===== src/rtl/dmem_arbiter.sv =====
// Two-port data-memory arbiter with byte-enable read-modify-write merge.
// Build option: define DMEM_ARB_RR_EN for round-robin, else port 0 has fixed priority.
module dmem_arbiter #(
  parameter int unsigned DEPTH_WORDS = 32,
  parameter int unsigned ADDR_W      = 32
) (
  input  logic                  clk,
  input  logic                  rst_n,
  input  logic [1:0]            req_i,
  input  logic [1:0]            we_i,
  input  logic [2*ADDR_W-1:0]   addr_i,
  input  logic [63:0]           wdata_i,
  input  logic [7:0]            be_i,
  output logic [1:0]            gnt_o,
  output logic [1:0]            rvalid_o,
  output logic [31:0]           rdata_o,
  output logic                  err_o,
  output logic [ADDR_W-1:0]     mem_addr_o,
  output logic                  mem_wr_en_o,
  output logic [31:0]           mem_wdata_o,
  input  logic [31:0]           mem_rdata_i
);

  localparam int unsigned DATA_W = 32;
  localparam int unsigned BE_W   = 4;
  localparam int unsigned IDX_W  = ADDR_W - 2;

  typedef enum logic [1:0] {
    S_IDLE   = 2'd0,
    S_ACCESS = 2'd1,
    S_RESP   = 2'd2
  } state_t;

  state_t              state_q, state_d;
  logic                we_q;
  logic [IDX_W-1:0]    idx_q;
  logic [DATA_W-1:0]   wdata_q;
  logic [BE_W-1:0]     be_q;
  logic                port_q;
  logic [1:0]          rvalid_q;
  logic [DATA_W-1:0]   rdata_q;
  logic                err_q;

  logic [1:0]          win_c;
  logic                sel_c;
  logic                pref1_c;
  logic                accept_c;
  logic                in_range_c;
  logic [DATA_W-1:0]   merged_c;
  logic                unused_c;

  // Byte-offset bits are meaningless for word accesses.
  assign unused_c = ^{addr_i[1:0], addr_i[ADDR_W+1:ADDR_W]};

`ifdef DMEM_ARB_RR_EN
  logic rr_q;

  // Pointer moves to the port that was not just served.
  always_ff @(posedge clk or negedge rst_n) begin
    if (!rst_n) begin
      rr_q <= 1'b0;
    end else if (accept_c) begin
      rr_q <= ~sel_c;
    end
  end

  assign pref1_c = rr_q;
`else
  assign pref1_c = 1'b0;
`endif

  assign win_c      = (req_i == 2'b11) ? (pref1_c ? 2'b10 : 2'b01) : req_i;
  assign sel_c      = win_c[1];
  assign accept_c   = (state_q == S_IDLE) && (|(req_i & win_c));
  assign in_range_c = ({1'b0, idx_q} < (IDX_W+1)'(DEPTH_WORDS));

  always_comb begin
    merged_c = mem_rdata_i;
    for (int n = 0; n < int'(BE_W); n++) begin
      if (be_q[n]) begin
        merged_c[8*n +: 8] = wdata_q[8*n +: 8];
      end
    end
  end

  always_ff @(posedge clk or negedge rst_n) begin
    if (!rst_n) begin
      state_q <= S_IDLE;
    end else begin
      state_q <= state_d;
    end
  end

  always_comb begin
    state_d = state_q;
    case (state_q)
      S_IDLE:   if (accept_c) state_d = S_ACCESS;
      S_ACCESS: state_d = S_RESP;
      S_RESP:   state_d = S_IDLE;
      default:  state_d = S_IDLE;
    endcase
  end

  always_comb begin
    gnt_o       = 2'b00;
    mem_addr_o  = '0;
    mem_wr_en_o = 1'b0;
    mem_wdata_o = '0;
    case (state_q)
      S_IDLE: gnt_o = win_c;
      S_ACCESS: begin
        mem_addr_o = {idx_q, 2'b00};
        if (we_q) begin
          mem_wdata_o = merged_c;
          mem_wr_en_o = (be_q != '0) && in_range_c;
        end
      end
      default: ;
    endcase
  end

  // Request capture on acceptance.
  always_ff @(posedge clk or negedge rst_n) begin
    if (!rst_n) begin
      we_q    <= 1'b0;
      idx_q   <= '0;
      wdata_q <= '0;
      be_q    <= '0;
      port_q  <= 1'b0;
    end else if (accept_c) begin
      port_q  <= sel_c;
      we_q    <= sel_c ? we_i[1] : we_i[0];
      idx_q   <= sel_c ? addr_i[2*ADDR_W-1:ADDR_W+2] : addr_i[ADDR_W-1:2];
      wdata_q <= sel_c ? wdata_i[63:32] : wdata_i[31:0];
      be_q    <= sel_c ? be_i[7:4] : be_i[3:0];
    end
  end

  // Response registers are loaded in ACCESS so they are visible during RESP only.
  always_ff @(posedge clk or negedge rst_n) begin
    if (!rst_n) begin
      rvalid_q <= 2'b00;
      rdata_q  <= '0;
      err_q    <= 1'b0;
    end else if (state_q == S_ACCESS) begin
      rvalid_q <= port_q ? 2'b10 : 2'b01;
      rdata_q  <= (!we_q && in_range_c) ? mem_rdata_i : '0;
      err_q    <= !in_range_c;
    end else begin
      rvalid_q <= 2'b00;
      rdata_q  <= '0;
      err_q    <= 1'b0;
    end
  end

  assign rvalid_o = rvalid_q;
  assign rdata_o  = rdata_q;
  assign err_o    = err_q;

endmodule


===== config.mk =====
export PLATFORM = sky130hd
export DESIGN_NAME = dmem_arbiter
export DESIGN_NICKNAME = d
export VERILOG_FILES = /design/src/rtl/dmem_arbiter.sv
export SDC_FILE = /design/constraint.sdc
export NUM_CORES = 1
export LEC_CHECK = 0
export CAP_MARGIN = 20
export CORE_ASPECT_RATIO = 0.9
export CORE_UTILIZATION = 37
export DETAILED_ROUTE_END_ITERATION = 10
export PLACE_DENSITY = 0.77
export RECOVER_POWER = 25
export REMOVE_ABC_BUFFERS = 1
export SYNTH_ARGS = -nofsm -noshare
export SYNTH_HDL_FRONTEND = slang
export SYNTH_SLANG_ARGS = --single-unit

===== constraint.sdc =====
create_clock -name clk -period 1.65 [get_ports clk]
set_input_delay 0.4125 -clock clk [delete_from_list [all_inputs] [get_ports clk]]
set_output_delay 0.4125 -clock clk [all_outputs]
set_load 0.02 [all_outputs]

==> flow_summary.json, run 1 <==
{
  "status": "finished, violations left",
  "violations": "setup timing",
  "synth_cell_type_count": 24,
  "antenna_found_initial": 0,
  "overflow": 0,
  "crit_type": "reg -> out",
  "insertion_delay_ns": 0.35,
  "dpl.cell_count": 962,
  "path_clk_slew_ns": 0.07,
  "hold-worst-slack_ns": 0.426,
  "ys_seq_area_share_pct": 46.6,
  "die_area_um2": 15700,
  "port_buffers": 269,
  "place_ws_ns": -0.575,
  "nNetsFinal": 1006,
  "yosysTopAreaCell": "dfrtp_1",
  "fin_cells": 1034,
  "critPathTopFamily": "simple AND/OR/NAND/NOR gates",
  "num_antenna_cells": 0,
  "hp-class": "reg -> reg",
  "synth_area_per_cell_um2": 12.2,
  "leakagePower_nw": 5.35,
  "power.density_nw_per_um2": 1580,
  "wl_per_cell_um": 21.2,
  "synthTopCellsByCount": "dfrtp_1, mux2_2, nor2_1",
  "slew_headroom_pct": 38.0,
  "syn_area_um2": 5640,
  "finalSetupTns_ns": -23.10,
  "die_h_um": 119,
  "clock.fmax_ghz": 0.474,
  "start_util_pct": 38.1,
  "worst-path-max-fanout": 2,
  "cp_num_buf_inv": 1,
  "clockBufferDepth": 2,
  "ys.flop_type": "dfrtp_1",
  "yosys.area.top_type_share_pct": 46.6,
  "period_needed_ns": 2.11,
  "max_slew.worst_pin.slew_ns": 0.931,
  "syn_to_final_growth_pct": 98.4,
  "drtIter0Drc": 192,
  "cts_buffers": 9,
  "power.total_w": 0.0177,
  "skew_ns": 0.00935,
  "io_pins": 276,
  "drc": 0,
  "cp.required_ns": 1.24,
  "max_stage_delay_ns": 0.39,
  "h-tree-depth": 3,
  "worst_setup_path_start_kind": "register",
  "cts_sinks": 105,
  "layout-drive-gt1-share_pct": 53.8,
  "rsz0062_at_grt": "true",
  "row_count": 42,
  "dr.pass1.iters": 5,
  "grt_pass1_wl_um": 29200,
  "num_vias": 5262,
  "path_cells": "nor4_1 > nand4_1 > nor4_2 > buf_4",
  "ys_warn_count": 0,
  "async_reset_ff_share_pct": 100,
  "cts_tree": "built",
  "synth_edf_count": 0,
  "viasPerCell": 5.09,
  "grt_pass1_vias": 5407,
  "wl_um": 21900,
  "coreArea_um2": 14800,
  "gp_congestion": 0.796,
  "cpMaxStageDelayCell": "dfrtp_1",
  "drtAntennaViolNets": 0,
  "finalMaxSlewViolations": 0,
  "vdd_drop_max_mv": 0.964,
  "drv_cap": 0,
  "setup_ws_ns": -0.462,
  "cp-end-kind": "output pin",
  "hold_viol": 0,
  "clockRootBuffer": "clkbuf_16",
  "fillers": 958,
  "dp_hpwl_um": 12800,
  "ys_ff_latch": 105,
  "grt_max_degree": 43,
  "setup_violations": 140,
  "yosysMostFrequentCell": "dfrtp_1",
  "finalCritPeriodShare_pct": 128,
  "grt.total_usage_pct": 24.3,
  "crit_arrival_ns": 1.70,
  "synthTopCellsByArea": "dfrtp_1, mux2_2, mux2_4, mux2i_1, nand3b_1",
  "synthCells": 463,
  "die_w_um": 132
}
-- worst register-to-register path, stage by stage (launching register included) --
cell and delay [ns]:
dfrtp_1 0.39, nor4_1 0.30, nand4_1 0.25, buf_4 0.22, buf_8 0.14, clkbuf_16 0.19, o21a_1 0.17
-- worst paths after layout --
check	from	to	slack, ns	cells after the start
setup reg to reg	idx_q[27]	err_o	-0.12	6
max in group asynchronous	rst_n	idx_q[21]	0.26	3
hold reg to reg	port_q	rvalid_o[0]	0.43	1
hold / removal	port_q	rvalid_o[0]	0.43	1
min in group asynchronous	rst_n	wdata_q[7]	0.66	2
setup / recovery	idx_q[27]	mem_wr_en_o	-0.46	4
-- timing repair --
item | in CTS | in global routing
resized for setup | 546 | 156
setup buffers | 27 | 20
gates cloned | 5 | 11
hold buffers | 1 | 0
pin swaps | 31 | 59
endpoints found under the hold margin | 20 | 0
setup endpoints to repair | 191 | 142
-- area by class of cell --
class,instances,area (µm²),area share [%]
Clock buffer,13,260,2.33
Tap cell,198,248,2.21
Inverter,2,15.0,0.134
Multi-Input combinational cell,317,3720,33.3
Timing Repair Buffer,397,4280,38.3
Clock inverter,2,37.5,0.335
Sequential cell,105,2630,23.5
-- layer usage --
metal	GRT usage [%]	wire, µm	up-vias
li1	-	-	2360
met1	28.2	8540	2658
met4	5.89	448	0
met3	7.02	1210	39
met5	0	0	-
met2	43.8	11700	205
-- sequential cells by signal, summed over array words and instances (netlist names) --
name	flops
be_q	4
port_q	1
rvalid_o	2
state_q	2
we_q	1
err_o	1
rdata_o	32
idx_q	30
wdata_q	32
-- kinds of logic after synthesis --
family / synth area share [%]
mux: 34.8
simple gates: 14.4
flops: 46.6
buf+inv: 3.79
compound gates: 0.399
other cells: 0.0665
-- where the power goes --
| part | total [W] | switching, W | internal [W] |
|---|---|---|---|
| clock | 0.00219 | 0.000938 | 0.00125 |
| sequential | 0.00419 | 0.000689 | 0.00350 |
| combinational | 0.0113 | 0.00471 | 0.00660 |
| total | 0.0177 | 0.00634 | 0.0114 |
-- placed cells by master (no fill, tap or decap), types with 3 or more instances in the layout --
cell type | Yosys | layout
buf_8 | 0 | 7
nor2_1 | 36 | 3
nor4_2 | 0 | 3
clkbuf_16 | 0 | 16
dlygate4sd2_1 | 0 | 37
nor3_4 | 0 | 25
buf_12 | 0 | 21
nor3_2 | 0 | 7
buf_4 | 4 | 58
nand3b_1 | 32 | 32
nor2_4 | 0 | 33
dfrtp_1 | 105 | 105
and2_4 | 0 | 31
buf_6 | 3 | 96
mux2_4 | 35 | 78
clkdlybuf4s50_1 | 0 | 166
mux2_2 | 99 | 56
mux2i_1 | 32 | 30
-- through the flow --
stage,utilization (%),area (µm²)
floorplan,-,5440
global placement,61.1,9060
detailed placement,61.1,9060
CTS,68.9,10200
global route,75.5,11200
finish,75.5,11200
Note: power is estimated with default switching activity, not from simulation.
==> run 2: changes to the inputs <==
- CORE_MARGIN: not set -> 1.5
==> run 2 against run 1 <==
Compared with the run above:
- the flow still finishes with violations (setup timing)
- count of clock-buffer cells in the layout fell by 3
- total power fell by 6.3%
- register-to-register slack worse by 0.06 ns
- largest power group unchanged
- critical path depth is 4 higher
- via count shrank 4.3%
- sequential cell count did not move
- clock skew decreased by 0.0021 ns
- design area fell by 5.8%
- maximum frequency shrank 0.19%
- combinational power down 13%
- die area grew 1.6%
==> flow_summary.json, run 2 (synthesized netlist as in run 1, its figures left out) <==
{
  "die_area_um2": 16000,
  "row_count": 42,
  "worst_setup_path_start_kind": "register",
  "clockRootBuffer": "clkbuf_16",
  "setup_violations": 131,
  "dp_hpwl_um": 12700,
  "place_area_um2": 9050,
  "num_vias": 5034,
  "grt_use_met2_pct": 40.7,
  "finalCritPeriodShare_pct": 128,
  "cp-end-kind": "output pin",
  "grt_pass1_wl_um": 28200,
  "grt_pass1_vias": 5345,
  "min_path_cells": 1,
  "gp_congestion": 0.887,
  "layout-drive-gt1-share_pct": 48.4,
  "drv_cap": 0,
  "worst-path-max-fanout": 6,
  "ff2ff_setup_slack_ns": -0.18,
  "grt.total_usage_pct": 22.9,
  "stdcell_area_um2": 10500,
  "r2r_start": "state_q[0]",
  "fillers": 1010,
  "hold_viol": 0,
  "io_pins": 276,
  "drc": 0,
  "final_util_pct": 71.1,
  "dr.pass1.iters": 4,
  "crit_arrival_ns": 1.70,
  "start_util_pct": 38.1,
  "max_stage_delay_ns": 0.39,
  "h-tree-depth": 3,
  "layout_common_cells": "clkdlybuf4s50_1, dfrtp_1, mux2_2",
  "path_clk_slew_ns": 0.07,
  "max_slew.worst_pin.slew_ns": 0.653,
  "status": "finished, violations left",
  "skew_ns": 0.00730,
  "antenna_found_initial": 0,
  "met3_usage_pct": 5.91,
  "multiInputGateArea_um2": 3160,
  "finalMaxSlewViolations": 0,
  "clock.fmax_ghz": 0.473,
  "grt_max_degree": 39,
  "cp.required_ns": 1.24,
  "cts_tree": "built",
  "leakagePower_nw": 5.15,
  "seq_area_um2": 2630,
  "setup_ws_ns": -0.465,
  "coreArea_um2": 14800,
  "drtAntennaViolNets": 0,
  "clockBufferDepth": 2,
  "overflow": 0,
  "viasPerCell": 4.95,
  "grt-busiest-layer": "met2",
  "cpMaxStageDelayCell": "dfrtp_1",
  "period_needed_ns": 2.12,
  "r2r-end": "be_q[0]",
  "use_met1_pct": 26.6,
  "rsz0062_at_grt": "true",
  "die_h_um": 120,
  "power.density_nw_per_um2": 1570,
  "num_antenna_cells": 0,
  "cts_buffers": 9,
  "cts_sinks": 105,
  "crit_type": "reg -> out",
  "vdd_drop_max_mv": 1.15,
  "drtIter0Drc": 176,
  "syn_to_final_growth_pct": 86.9,
  "finalSetupTns_ns": -30.25,
  "slew_headroom_pct": 56.5,
  "r2r_cells": 7,
  "min_to": "rvalid_o[0]",
  "cpMostUsedCell": "buf_12",
  "wl_um": 20000,
  "hp-class": "reg -> reg",
  "path_cells": "nand2b_4 > inv_8 > nand2_8 > buf_12 > buf_12 > buf_12 > nor2_4 > buf_6",
  "final_common_cell": "clkdlybuf4s50_1",
  "violations": "setup timing",
  "nNetsFinal": 988,
  "wl_per_cell_um": 19.7,
  "insertion_delay_ns": 0.35,
  "worstHoldStart": "port_q",
  "die_w_um": 133,
  "port_buffers": 269
}
## run 2: area by class of cell
| class | instances | share of cell area [%] |
|---|---|---|
| Inverter | 2 | 0.142 |
| Multi-Input combinational cell | 316 | 30.0 |
| Sequential cell | 105 | 24.9 |
| Timing Repair Buffer | 380 | 39.1 |
| Tap cell | 198 | 2.35 |
| Clock inverter | 5 | 1.21 |
| Clock buffer | 10 | 2.27 |
## run 2: worst max path at each step
stage	start	end	slack [ns]	cells after the start
4_1_cts	state_q[1]	mem_wdata_o[9]	-0.49	8
5_1_grt	idx_q[14]	mem_wr_en_o	-0.56	5
6_report	state_q[1]	mem_wdata_o[6]	-0.47	8
3_5_place_dp	req_i[1]	gnt_o[1]	-0.58	4
3_3_place_gp	req_i[1]	gnt_o[1]	-0.55	4
2_1_floorplan	req_i[0]	gnt_o[1]	-3.19	2
## run 2: worst max-delay path, delay by kind of cell, from the launching register on
| kind | cells | cell delay, ns |
|---|---|---|
| simple gates | 3 | 0.33 |
| flops | 1 | 0.39 |
| buf+inv | 5 | 0.64 |
## run 2: power breakdown
part | internal, W | total [W] | leakage [nW] | switching [W]
sequential | 0.00350 | 0.00412 | 1.30 | 0.000615
clock | 0.00167 | 0.00260 | 0.175 | 0.000935
combinational | 0.00570 | 0.00986 | 3.67 | 0.00416
## run 2: stage by stage
step | setup slack, ns | power (W) | hold slack, ns | instances
6_report | -0.465 | 0.0166 | 0.426 | 1016
5_1_grt | -0.560 | 0.0173 | 0.443 | 1016
4_1_cts | -0.490 | 0.0151 | 0.422 | 994
3_5_place_dp | -0.585 | 0.0113 | 0.351 | 963
3_3_place_gp | -0.554 | 0.0111 | 0.352 | 963
2_1_floorplan | -3.19 | 0.00780 | 0.117 | 423
## run 2: metal layers
metal  part of all wire, %  vias up
met1                    38     2506
li1                      -     2330
met2                    54      164
met5                     0        -
met4                   2.3        0
met3                   5.6       34
## run 2: what timing repair did
item / CTS / global route
setup endpoints to repair: 167 / 200
hold endpoints to repair: 22 / 0
hold buffers: 1 / 0
gates resized for setup: 409 / 139
setup buffers: 13 / 15
gates cloned: 2 / 10
pin swaps: 5 / 15
